===== config.mk =====
export PLATFORM = sky130hd
export DESIGN_NAME = otsdaq_reg_sequencer
export DESIGN_NICKNAME = d
export VERILOG_FILES = /design/src/rtl/otsdaq_pkg.sv /design/src/rtl/reg_bus_watchdog.sv /design/src/rtl/otsdaq_reg_sequencer.sv
export SDC_FILE = /design/constraint.sdc
export NUM_CORES = 1
export LEC_CHECK = 0
export ABC_AREA = 1
export CAP_MARGIN = 20
export CORE_MARGIN = 3
export CORE_UTILIZATION = 43
export CTS_CLUSTER_SIZE = 12
export DETAILED_ROUTE_END_ITERATION = 10
export GPL_TIMING_DRIVEN = 0
export PLACE_DENSITY = 0.92
export SLEW_MARGIN = 20
export SYNTH_ARGS = -nofsm -noshare
export SYNTH_HDL_FRONTEND = slang
export SYNTH_HIERARCHICAL = 1
export SYNTH_SLANG_ARGS = --single-unit

===== constraint.sdc =====
create_clock -name clk -period 2.93 [get_ports clk]
set_clock_uncertainty 0.1 [all_clocks]
set_input_delay 0.586 -clock clk [delete_from_list [all_inputs] [get_ports clk]]
set_output_delay 0.586 -clock clk [all_outputs]
set_load 0.005 [all_outputs]

===== src/rtl/otsdaq_pkg.sv =====
// Shared definitions for the otsdaq register sequencer: command flag bit positions,
// sequencer states and the read word substituted when a slave never answers.
package otsdaq_pkg;

    localparam int FLAG_WRITE = 0;
    localparam int FLAG_NOINC = 1;

    localparam logic [63:0] DEAD_WORD_DEFAULT = 64'hDEAD_DEAD_DEAD_DEAD;

    typedef enum logic [2:0] {
        IDLE,
        WR_DATA,
        WR_BUS,
        RD_BUS,
        RD_RSP
    } seq_state_t;

endpackage


===== src/rtl/reg_bus_watchdog.sv =====
// Bus transaction watchdog: armed by start on the bus_req rise, disarmed by clear,
// expire is high in the TIMEOUT-th cycle of the transaction.
module reg_bus_watchdog #(
    parameter int TIMEOUT = 1023
) (
    input  logic clk,
    input  logic rstn,
    input  logic start,
    input  logic clear,
    output logic expire
);

    localparam int CNT_W = $clog2(TIMEOUT + 1);

    logic             run;
    logic [CNT_W-1:0] cnt;

    // cnt equals the number of cycles bus_req has already been high before this one
    assign expire = run && (cnt == CNT_W'(TIMEOUT - 1));

    always_ff @(posedge clk) begin
        if (!rstn) begin
            run <= 1'b0;
            cnt <= '0;
        end else if (start) begin
            run <= 1'b1;
            cnt <= '0;
        end else if (clear || expire) begin
            run <= 1'b0;
            cnt <= '0;
        end else if (run) begin
            cnt <= cnt + CNT_W'(1);
        end
    end

endmodule


===== src/rtl/otsdaq_reg_sequencer.sv =====
// Sequences decoded otsdaq UDP commands onto the internal register bus, one bus
// transaction per 64-bit word, returning read words on the TX response stream.
module otsdaq_reg_sequencer
    import otsdaq_pkg::*;
#(
    parameter int                ADDR_W    = 36,
    parameter int                DATA_W    = 64,
    parameter int                TIMEOUT   = 1023,
    parameter logic [DATA_W-1:0] DEAD_WORD = DATA_W'(DEAD_WORD_DEFAULT)
) (
    input  logic              clk,
    input  logic              rstn,
    input  logic              cmd_valid,
    output logic              cmd_ready,
    input  logic [7:0]        cmd_flags,
    input  logic [7:0]        cmd_nwords,
    input  logic [ADDR_W-1:0] cmd_addr,
    input  logic              wr_valid,
    output logic              wr_ready,
    input  logic [DATA_W-1:0] wr_data,
    output logic              bus_req,
    output logic              bus_we,
    output logic [ADDR_W-1:0] bus_addr,
    output logic [DATA_W-1:0] bus_wdata,
    input  logic              bus_ack,
    input  logic [DATA_W-1:0] bus_rdata,
    output logic              rsp_valid,
    input  logic              rsp_ready,
    output logic [DATA_W-1:0] rsp_data,
    output logic              rsp_last,
    output logic              busy,
    output logic              err_timeout
);

    seq_state_t state, state_nx;

    logic       flag_noinc;
    logic [7:0] remaining;

    logic on_bus;
    logic ack_seen;
    logic timeout_hit;
    logic xfer_done;
    logic cmd_fire;
    logic wr_fire;
    logic rsp_fire;
    logic wd_start;
    logic wd_expire;
    logic unused_flags;

    assign unused_flags = ^cmd_flags[7:2];

    assign on_bus      = (state == WR_BUS) || (state == RD_BUS);
    assign ack_seen    = on_bus && bus_ack;
    // An ack landing in the expiry cycle completes the transaction normally.
    assign timeout_hit = on_bus && wd_expire && !bus_ack;
    assign xfer_done   = ack_seen || timeout_hit;
    assign cmd_fire    = cmd_valid && cmd_ready;
    assign wr_fire     = wr_valid && wr_ready;
    assign rsp_fire    = rsp_valid && rsp_ready;
    assign busy        = (state != IDLE);

    // Bus states never follow each other directly, so entering one is always a rise.
    assign wd_start = ((state_nx == WR_BUS) || (state_nx == RD_BUS)) && !on_bus;

    reg_bus_watchdog #(
        .TIMEOUT (TIMEOUT)
    ) u_watchdog (
        .clk    (clk),
        .rstn   (rstn),
        .start  (wd_start),
        .clear  (ack_seen),
        .expire (wd_expire)
    );

    always_comb begin
        state_nx  = state;
        cmd_ready = 1'b0;
        wr_ready  = 1'b0;
        bus_req   = 1'b0;
        bus_we    = 1'b0;
        rsp_valid = 1'b0;
        rsp_last  = 1'b0;
        case (state)
            IDLE: begin
                cmd_ready = rstn;
                if (cmd_valid && rstn && (cmd_nwords != 8'd0)) begin
                    state_nx = cmd_flags[FLAG_WRITE] ? WR_DATA : RD_BUS;
                end
            end
            WR_DATA: begin
                wr_ready = 1'b1;
                if (wr_valid) begin
                    state_nx = WR_BUS;
                end
            end
            WR_BUS: begin
                bus_req = 1'b1;
                bus_we  = 1'b1;
                if (xfer_done) begin
                    state_nx = (remaining == 8'd1) ? IDLE : WR_DATA;
                end
            end
            RD_BUS: begin
                bus_req = 1'b1;
                if (xfer_done) begin
                    state_nx = RD_RSP;
                end
            end
            RD_RSP: begin
                rsp_valid = 1'b1;
                rsp_last  = (remaining == 8'd1);
                if (rsp_ready) begin
                    state_nx = (remaining == 8'd1) ? IDLE : RD_BUS;
                end
            end
            default: begin
                state_nx = IDLE;
            end
        endcase
    end

    always_ff @(posedge clk) begin
        if (!rstn) begin
            state       <= IDLE;
            flag_noinc  <= 1'b0;
            remaining   <= 8'd0;
            bus_addr    <= '0;
            bus_wdata   <= '0;
            rsp_data    <= '0;
            err_timeout <= 1'b0;
        end else begin
            state       <= state_nx;
            err_timeout <= timeout_hit;

            if (cmd_fire) begin
                flag_noinc <= cmd_flags[FLAG_NOINC];
                remaining  <= cmd_nwords;
                bus_addr   <= cmd_addr;
            end

            if (wr_fire) begin
                bus_wdata <= wr_data;
            end

            if (state == RD_BUS) begin
                if (ack_seen) begin
                    rsp_data <= bus_rdata;
                end else if (timeout_hit) begin
                    rsp_data <= DEAD_WORD;
                end
            end

            // Address moves only after bus_req has been released for this word.
            if (xfer_done && !flag_noinc) begin
                bus_addr <= bus_addr + ADDR_W'(1);
            end

            if (((state == WR_BUS) && xfer_done) || rsp_fire) begin
                remaining <= remaining - 8'd1;
            end
        end
    end

endmodule


# After elaboration in Yosys (flattened, before gate mapping)
# Index checks and enable logic that the tools add are counted.
[op_classes] n_addsub=3 n_eq_ne=8 mux=23 n_bitwise=1 reduce_logical=30
[ops] cell="two-way mux 64 bit" n=2
[ops] cell="two-way mux 36 bit" n=2
[ops] cell="adder 36 x 1 -> 36 bit, second input constant" n=1
[ops] cell="two-way mux 8 bit" n=2
[ops] cell="two-way mux 3 bit" n=5
[ops] cell="one-hot mux 3 bit (5 select lines)" n=1
[ops] cell="== test 3 x 2 -> 1 bit, second input constant" n=4
[ops] cell="logical AND 1 bit" n=12
[ops] cell="adder 10 x 1 -> 10 bit, second input constant" n=1
[ops] cell="== test 10 bit, second input constant" n=1
[ops] cell="two-way mux 1 bit" n=9
[ops] cell="== test 8 x 1 -> 1 bit, second input constant" n=1
[ops] cell="nonzero test 2 bit" n=4
[ops] cell="nonzero test 8 bit" n=1
[ops] cell="subtractor 8 x 1 -> 8 bit, second input constant" n=1
[ops] cell="logical OR 1 bit" n=5
[ops] cell="two-way mux 2 bit" n=2
[ops] cell="== test 3 x 1 -> 1 bit, second input constant" n=1
[ops] cell="== test 3 bit, second input constant" n=1
[ops] cell="zero test 1 bit" n=3
[ops] cell="zero test 3 bit" n=1
[ops] cell="nonzero test 3 bit" n=1
[ops] cell="OR reduction 3 bit" n=1
[ops] cell="AND reduction 2 bit" n=1
[ops] cell="2 further kinds" n=2
[word_totals] ff_bits=188 input_bits=186 output_inout_bits=172

# Depth between registers and ports, before layout
[depth] ltp_word=11 mapped_depth=17 mapped_depth_nobuf=16

# Hierarchy
# The synthesis kept the hierarchy.
[modules_own_cells] module="otsdaq_reg_sequencer" instances=1 cells_per_inst=1150 area_each_um2=8029.0 seq_area_each_um2=3543.4
[modules_own_cells] module="reg_bus_watchdog" instances=1 cells_per_inst=78 area_each_um2=553.0 seq_area_each_um2=220.2

# Least setup slack after synthesis
# No wires, ideal clock.
[synth_path] path_type="register to register" from="reg u_watchdog.cnt[1]" to="reg u_watchdog.cnt[9]" arrival_ns=2.192 t_required_ns=2.766 slack_ns=0.574 path_stages_with_launch=17 n_path_buf=1 cell_sequence="dfxtp_1 > ha_1 > nand2_1 > nor2_1 > nand3_2 > inv_1 > o21ai_2 > inv_2 > buf_2 > o21ai_1 > a211oi_1 > nor2_1 > nor3b_1 > nand2_4 > inv_2 > nand2_1 > nor2_1"
[synth_via] elab_chain_cells=11 elab_cells_between_ends=15 classes_between="add/sub: 1; eq/ne: 3; mux: 3; reduce/logical: 8"
[synth_rtl] element="from (decl)" line="reg_bus_watchdog.sv:16" rtl="logic [CNT_W-1:0] cnt;"
[synth_rtl] element="from (signal assigned)" line="reg_bus_watchdog.sv:32" rtl="cnt <= cnt + CNT_W'(1);"
[synth_rtl] element="== test 10 bit *" line="reg_bus_watchdog.sv:19" rtl="assign expire = run && (cnt == CNT_W'(TIMEOUT - 1));"
[synth_rtl] element="logical AND 1 bit *" line="reg_bus_watchdog.sv:19"
[synth_rtl] element="net wd_expire" line="otsdaq_reg_sequencer.sv:48" rtl="logic wd_expire;"
[synth_rtl] element="logical AND 1 bit * (2 in a row)" line="otsdaq_reg_sequencer.sv:56" rtl="assign timeout_hit = on_bus && wd_expire && !bus_ack;"
[synth_rtl] element="logical OR 1 bit *" line="otsdaq_reg_sequencer.sv:57" rtl="assign xfer_done = ack_seen || timeout_hit;"
[synth_rtl] element="two-way mux 3 bit (on tied branches)" line="otsdaq_reg_sequencer.sv:106, otsdaq_reg_sequencer.sv:100"
[synth_rtl] element="one-hot mux 3 bit (5 select lines) *" line="otsdaq_reg_sequencer.sv:84" rtl="case (state)"
[synth_rtl] element="== test 3 x 2 -> 1 bit" line="otsdaq_reg_sequencer.sv:64" rtl="assign wd_start = ((state_nx == WR_BUS) || (state_nx == RD_BUS)) && !on_bus;"
[synth_rtl] element="logical OR 1 bit *" line="otsdaq_reg_sequencer.sv:64"
[synth_rtl] element="logical AND 1 bit *" line="otsdaq_reg_sequencer.sv:64"
[synth_rtl] element="net wd_start" line="otsdaq_reg_sequencer.sv:47" rtl="logic wd_start;"
[synth_rtl] element="OR reduction 3 bit (no line) *"
# Mark *: on every way through the listed nets, which the timed path passes. The rest lies on a longest branch.
# A chain may end at the register's enable or synchronous reset.

# Worst setup path in the final report
[layout_path] from="reg state[1]" to="out bus_req"
[layout_via] elab_chain_cells=3 elab_cells_between_ends=4 classes_between="eq/ne: 2; mux: 1; reduce/logical: 1"
[layout_rtl] element="from (decl)" line="otsdaq_reg_sequencer.sv:35" rtl="seq_state_t state, state_nx;"
[layout_rtl] element="from (signal assigned)" line="otsdaq_reg_sequencer.sv:133" rtl="state <= state_nx;"
[layout_rtl] element="== test 3 x 2 -> 1 bit" line="otsdaq_reg_sequencer.sv:84"
[layout_rtl] element="OR reduction 2 bit (no line) *"
[layout_rtl] element="two-way mux 1 bit *" line="otsdaq_reg_sequencer.sv:84"
[layout_rtl] element="to (decl)" line="otsdaq_reg_sequencer.sv:21" rtl="output logic bus_req,"
# Mark *: on every way between the ends. The rest lies on a longest branch, timed or not.

==> insert_results.sql <==
INSERT INTO impl_metrics (metric_group, metric, value, unit) VALUES
('power', 'design_power_total', '6.15', 'mW'),
('timing', 'finalCriticalPeriod', '2.84', 'ns'),
('setup_path', 'worst_ep_required_time', '2.24', 'ns'),
('final_layout', 'drive_above_1_share', '0.0516', ''),
('setup_path', 'timing.critical_path.arrival', '2.15', 'ns'),
('grt', 'wire_length_of_the_first_global_routing_pass', '51500', 'µm'),
('detailed_routing', 'max_used_layer', 'met4', ''),
('detailed_routing', 'drc', '0', ''),
('placement', 'preCtsSetupSlack', '-0.116', 'ns'),
('synthesis', 'synth-seq-cells', '188', ''),
('final_layout', 'layout.cells.most_common', 'sky130_fd_sc_hd__clkdlybuf4s50_1', ''),
('clock_network', 'clock_path_buffers', '2', ''),
('synthesis', 'seq_area_frac_synth', '0.439', ''),
('timing', 'hold_violations', '0', ''),
('worst_hold_path', 'hold_end', 'bus_wdata[37]', ''),
('final_layout', 'layout.filler_cells', '1648', ''),
('synthesis', 'yosys_warnings', '6', ''),
('timing', 'final.period_utilization', '0.969', ''),
('floorplan', 'die_area', '21700', 'µm²'),
('setup_path', 'crit_chain', 'inv_2, nor2_4, buf_1, clkdlybuf4s50_1', ''),
('detailed_routing', 'dr_wl_met2', '15900', 'µm'),
('timing', 'fmax', '352', 'MHz'),
('placement', 'gpl.final_weighted_congestion', '0.994', ''),
('setup_path', 'ff2ff_path_depth', '15', ''),
('detailed_routing', 'routed_wl', '33300', 'µm'),
('setup_path', 'slowest_stage', 'sky130_fd_sc_hd__clkdlybuf4s50_1', ''),
('floorplan', 'start_util', '0.440', ''),
('detailed_routing', 'vias_per_cell', '5.45', ''),
('clock_network', 'cts_made_buffers', '17', ''),
('timing', 'timing_worst_slew_pin_value', '0.733', 'ns'),
('setup_path', 'worstReg2RegEnd', 'u_watchdog/cnt[6]', ''),
('grt', 'grt_start_max_net_pins', '20', ''),
('placement', 'post-place-cells', '1844', ''),
('clock_network', 'cts_tree', 'done', ''),
('detailed_routing', 'met1_length', '12700', 'µm'),
('synthesis', 'syn-instance-count', '1228', ''),
('detailed_routing', 'vias', '10221', ''),
('floorplan', 'die_w', '147', 'µm'),
('final_layout', 'num-nets-final', '1788', ''),
('timing', 'worst_slew_margin_rel', '0.511', ''),
('clock_network', 'worst_skew_pair.late_latency', '0.43', 'ns'),
('final_layout', 'syn2layout_area_growth', '51.9', '%'),
('timing', 'maxSlewViolCount', '0', ''),
('floorplan', 'placement_rows', '51', ''),
('final_layout', 'postLayoutCoreUtil', '0.668', ''),
('grt', 'grt_overflow_total', '0', ''),
('setup_path', 'timing.critical_path.to_type', 'output pin', ''),
('setup_path', 'regToRegStartpoint', 'u_watchdog/cnt[1]', ''),
('worst_hold_path', 'hold_path_startpoint', 'bus_wdata[37]', ''),
('floorplan', 'ioPinCount', '358', ''),
('synthesis', 'synthDistinctLibCells', '37', ''),
('placement', 'buffer_ports.inserted', '351', ''),
('placement', 'post_dp_cell_area', '12400', 'µm²'),
('worst_hold_path', 'min_path_cells', '2', ''),
('clock_network', 'tritoncts_sink_count', '188', ''),
('floorplan', 'fp.coreArea', '19500', 'µm²'),
('grt', 'grt_util_all_layers', '0.296', ''),
('timing', 'timing.setup.tns', '0', 'ns'),
('timing', 'grt_setup_unrepaired', 'false', ''),
('setup_path', 'setup.worst_path.class', 'reg -> out', ''),
('synthesis', 'synth-async-reset-ratio', '0', ''),
('worst_hold_path', 'hold_path.class', 'reg -> reg', ''),
('clock_network', 'cts.repair_timing.setup_buffer_count', '0', ''),
('outcome', 'run_status', 'finished, final reports clean', ''),
('final_layout', 'post-route-cell-area', '13000', 'µm²'),
('setup_path', 'critPathMaxStageDelay', '0.61', 'ns'),
('detailed_routing', 'detailedRoute.firstIterationViolations', '627', ''),
('placement', 'hpwl', '25800', 'µm'),
('synthesis', 'syn-cell-area', '8580', 'µm²'),
('grt', 'grt_antenna_before_repair', '1', ''),
('setup_path', 'regToRegSetupSlack', '0.30', 'ns');
## Yosys cell counts (2+ instances only)
cell,instances,area share
sky130_fd_sc_hd__nor2_2,3,0.0022
sky130_fd_sc_hd__o221ai_1,3,0.0031
sky130_fd_sc_hd__o21bai_1,2,0.0017
sky130_fd_sc_hd__nand4_1,7,0.0051
sky130_fd_sc_hd__inv_2,10,0.0044
sky130_fd_sc_hd__buf_1,8,0.0035
sky130_fd_sc_hd__o22ai_1,2,0.0015
sky130_fd_sc_hd__o211ai_1,5,0.0044
sky130_fd_sc_hd__xnor2_1,2,0.0020
sky130_fd_sc_hd__nor2_1,131,0.057
sky130_fd_sc_hd__a211oi_1,5,0.0044
sky130_fd_sc_hd__nand3_1,104,0.061
sky130_fd_sc_hd__o21ai_0,8,0.0047
sky130_fd_sc_hd__nand2_1,305,0.13
sky130_fd_sc_hd__a31oi_1,48,0.035
sky130_fd_sc_hd__o21ai_1,10,0.0058
sky130_fd_sc_hd__clkbuf_1,48,0.021
sky130_fd_sc_hd__nor2_4,2,0.0026
sky130_fd_sc_hd__xor2_1,12,0.012
sky130_fd_sc_hd__nor4_1,3,0.0022
sky130_fd_sc_hd__inv_1,48,0.021
sky130_fd_sc_hd__ha_1,5,0.0073
sky130_fd_sc_hd__nand3b_1,10,0.0087
sky130_fd_sc_hd__nand2_4,3,0.0039
sky130_fd_sc_hd__buf_4,2,0.0017
sky130_fd_sc_hd__a21oi_1,124,0.072
sky130_fd_sc_hd__dfxtp_1,188,0.44
sky130_fd_sc_hd__nor3_1,100,0.058
sky130_fd_sc_hd__buf_2,22,0.013
## tightest hold or removal path, cell delays in order, from the launching register on
cell                      delay (ns)
sky130_fd_sc_hd__dfxtp_1        0.31
sky130_fd_sc_hd__nand2_1        0.06
sky130_fd_sc_hd__a21oi_1        0.05
## worst max path at each step
stage	startpoint	to	slack, ns	depth (start not counted)
2_1_floorplan	u_watchdog/cnt[1]	u_watchdog/cnt[9]	0.57	16
3_3_place_gp	bus_ack	u_watchdog/cnt[9]	-0.06	12
3_5_place_dp	bus_ack	u_watchdog/cnt[6]	-0.12	12
4_1_cts	rstn	cmd_ready	0.06	4
5_1_grt	state[1]	bus_req	0.009	4
6_report	state[1]	bus_req	0.09	4
## cells by family (layout without fill, tap and decap cells)
logic type	after synthesis	in the layout	share of synthesized area
and+or+nand+nor	672	672	0.338
AOI/OAI and AO/OA	210	210	0.136
DFF	188	188	0.439
buffers and inverters	139	521	0.0658
xor gates and xnor gates	14	14	0.0143
adders and majority gates	5	5	0.00729
other	0	1	0
## area by class of cell
class	count	area (µm²)	share of cell area
well taps	265	332	0.0254
inverters	58	218	0.0167
clock inverters	14	155	0.0119
plain buffers	80	344	0.0264
multi-input cells	901	4280	0.328
clock buffers	18	429	0.0329
flip-flops and latches	188	3760	0.289
repair buffers	351	3520	0.270
diodes	1	2.50	0.000192
## layer usage
metal	vias to the layer above	global-route usage
met5	-	0
li1	4860	-
met2	565	0.491
met3	87	0.0756
met1	4709	0.363
met4	0	0.132
## state kept, by name (all words and copies together) (netlist names)
register and cells:
flag_noinc 1, bus_wdata 64, u_watchdog/run 1, u_watchdog/cnt 10, bus_addr 36, remaining 8, state 3, rsp_data 64
err_timeout 1
## what timing repair did
action | in CTS | in global routing
pin swaps | 0 | 1
endpoints found under the setup margin | 3 | 13
resized for setup | 4 | 3
## power by group
part / total [mW] / internal (mW) / switching [mW] / leakage, nW
Combinational: 1.09 / 0.535 / 0.558 / 2.68
Clock: 2.29 / 1.14 / 1.15 / 0.282
Sequential: 2.76 / 2.65 / 0.113 / 1.52
Total: 6.15 / 4.33 / 1.82 / 4.49
Note: power is estimated with default switching activity, not from simulation.
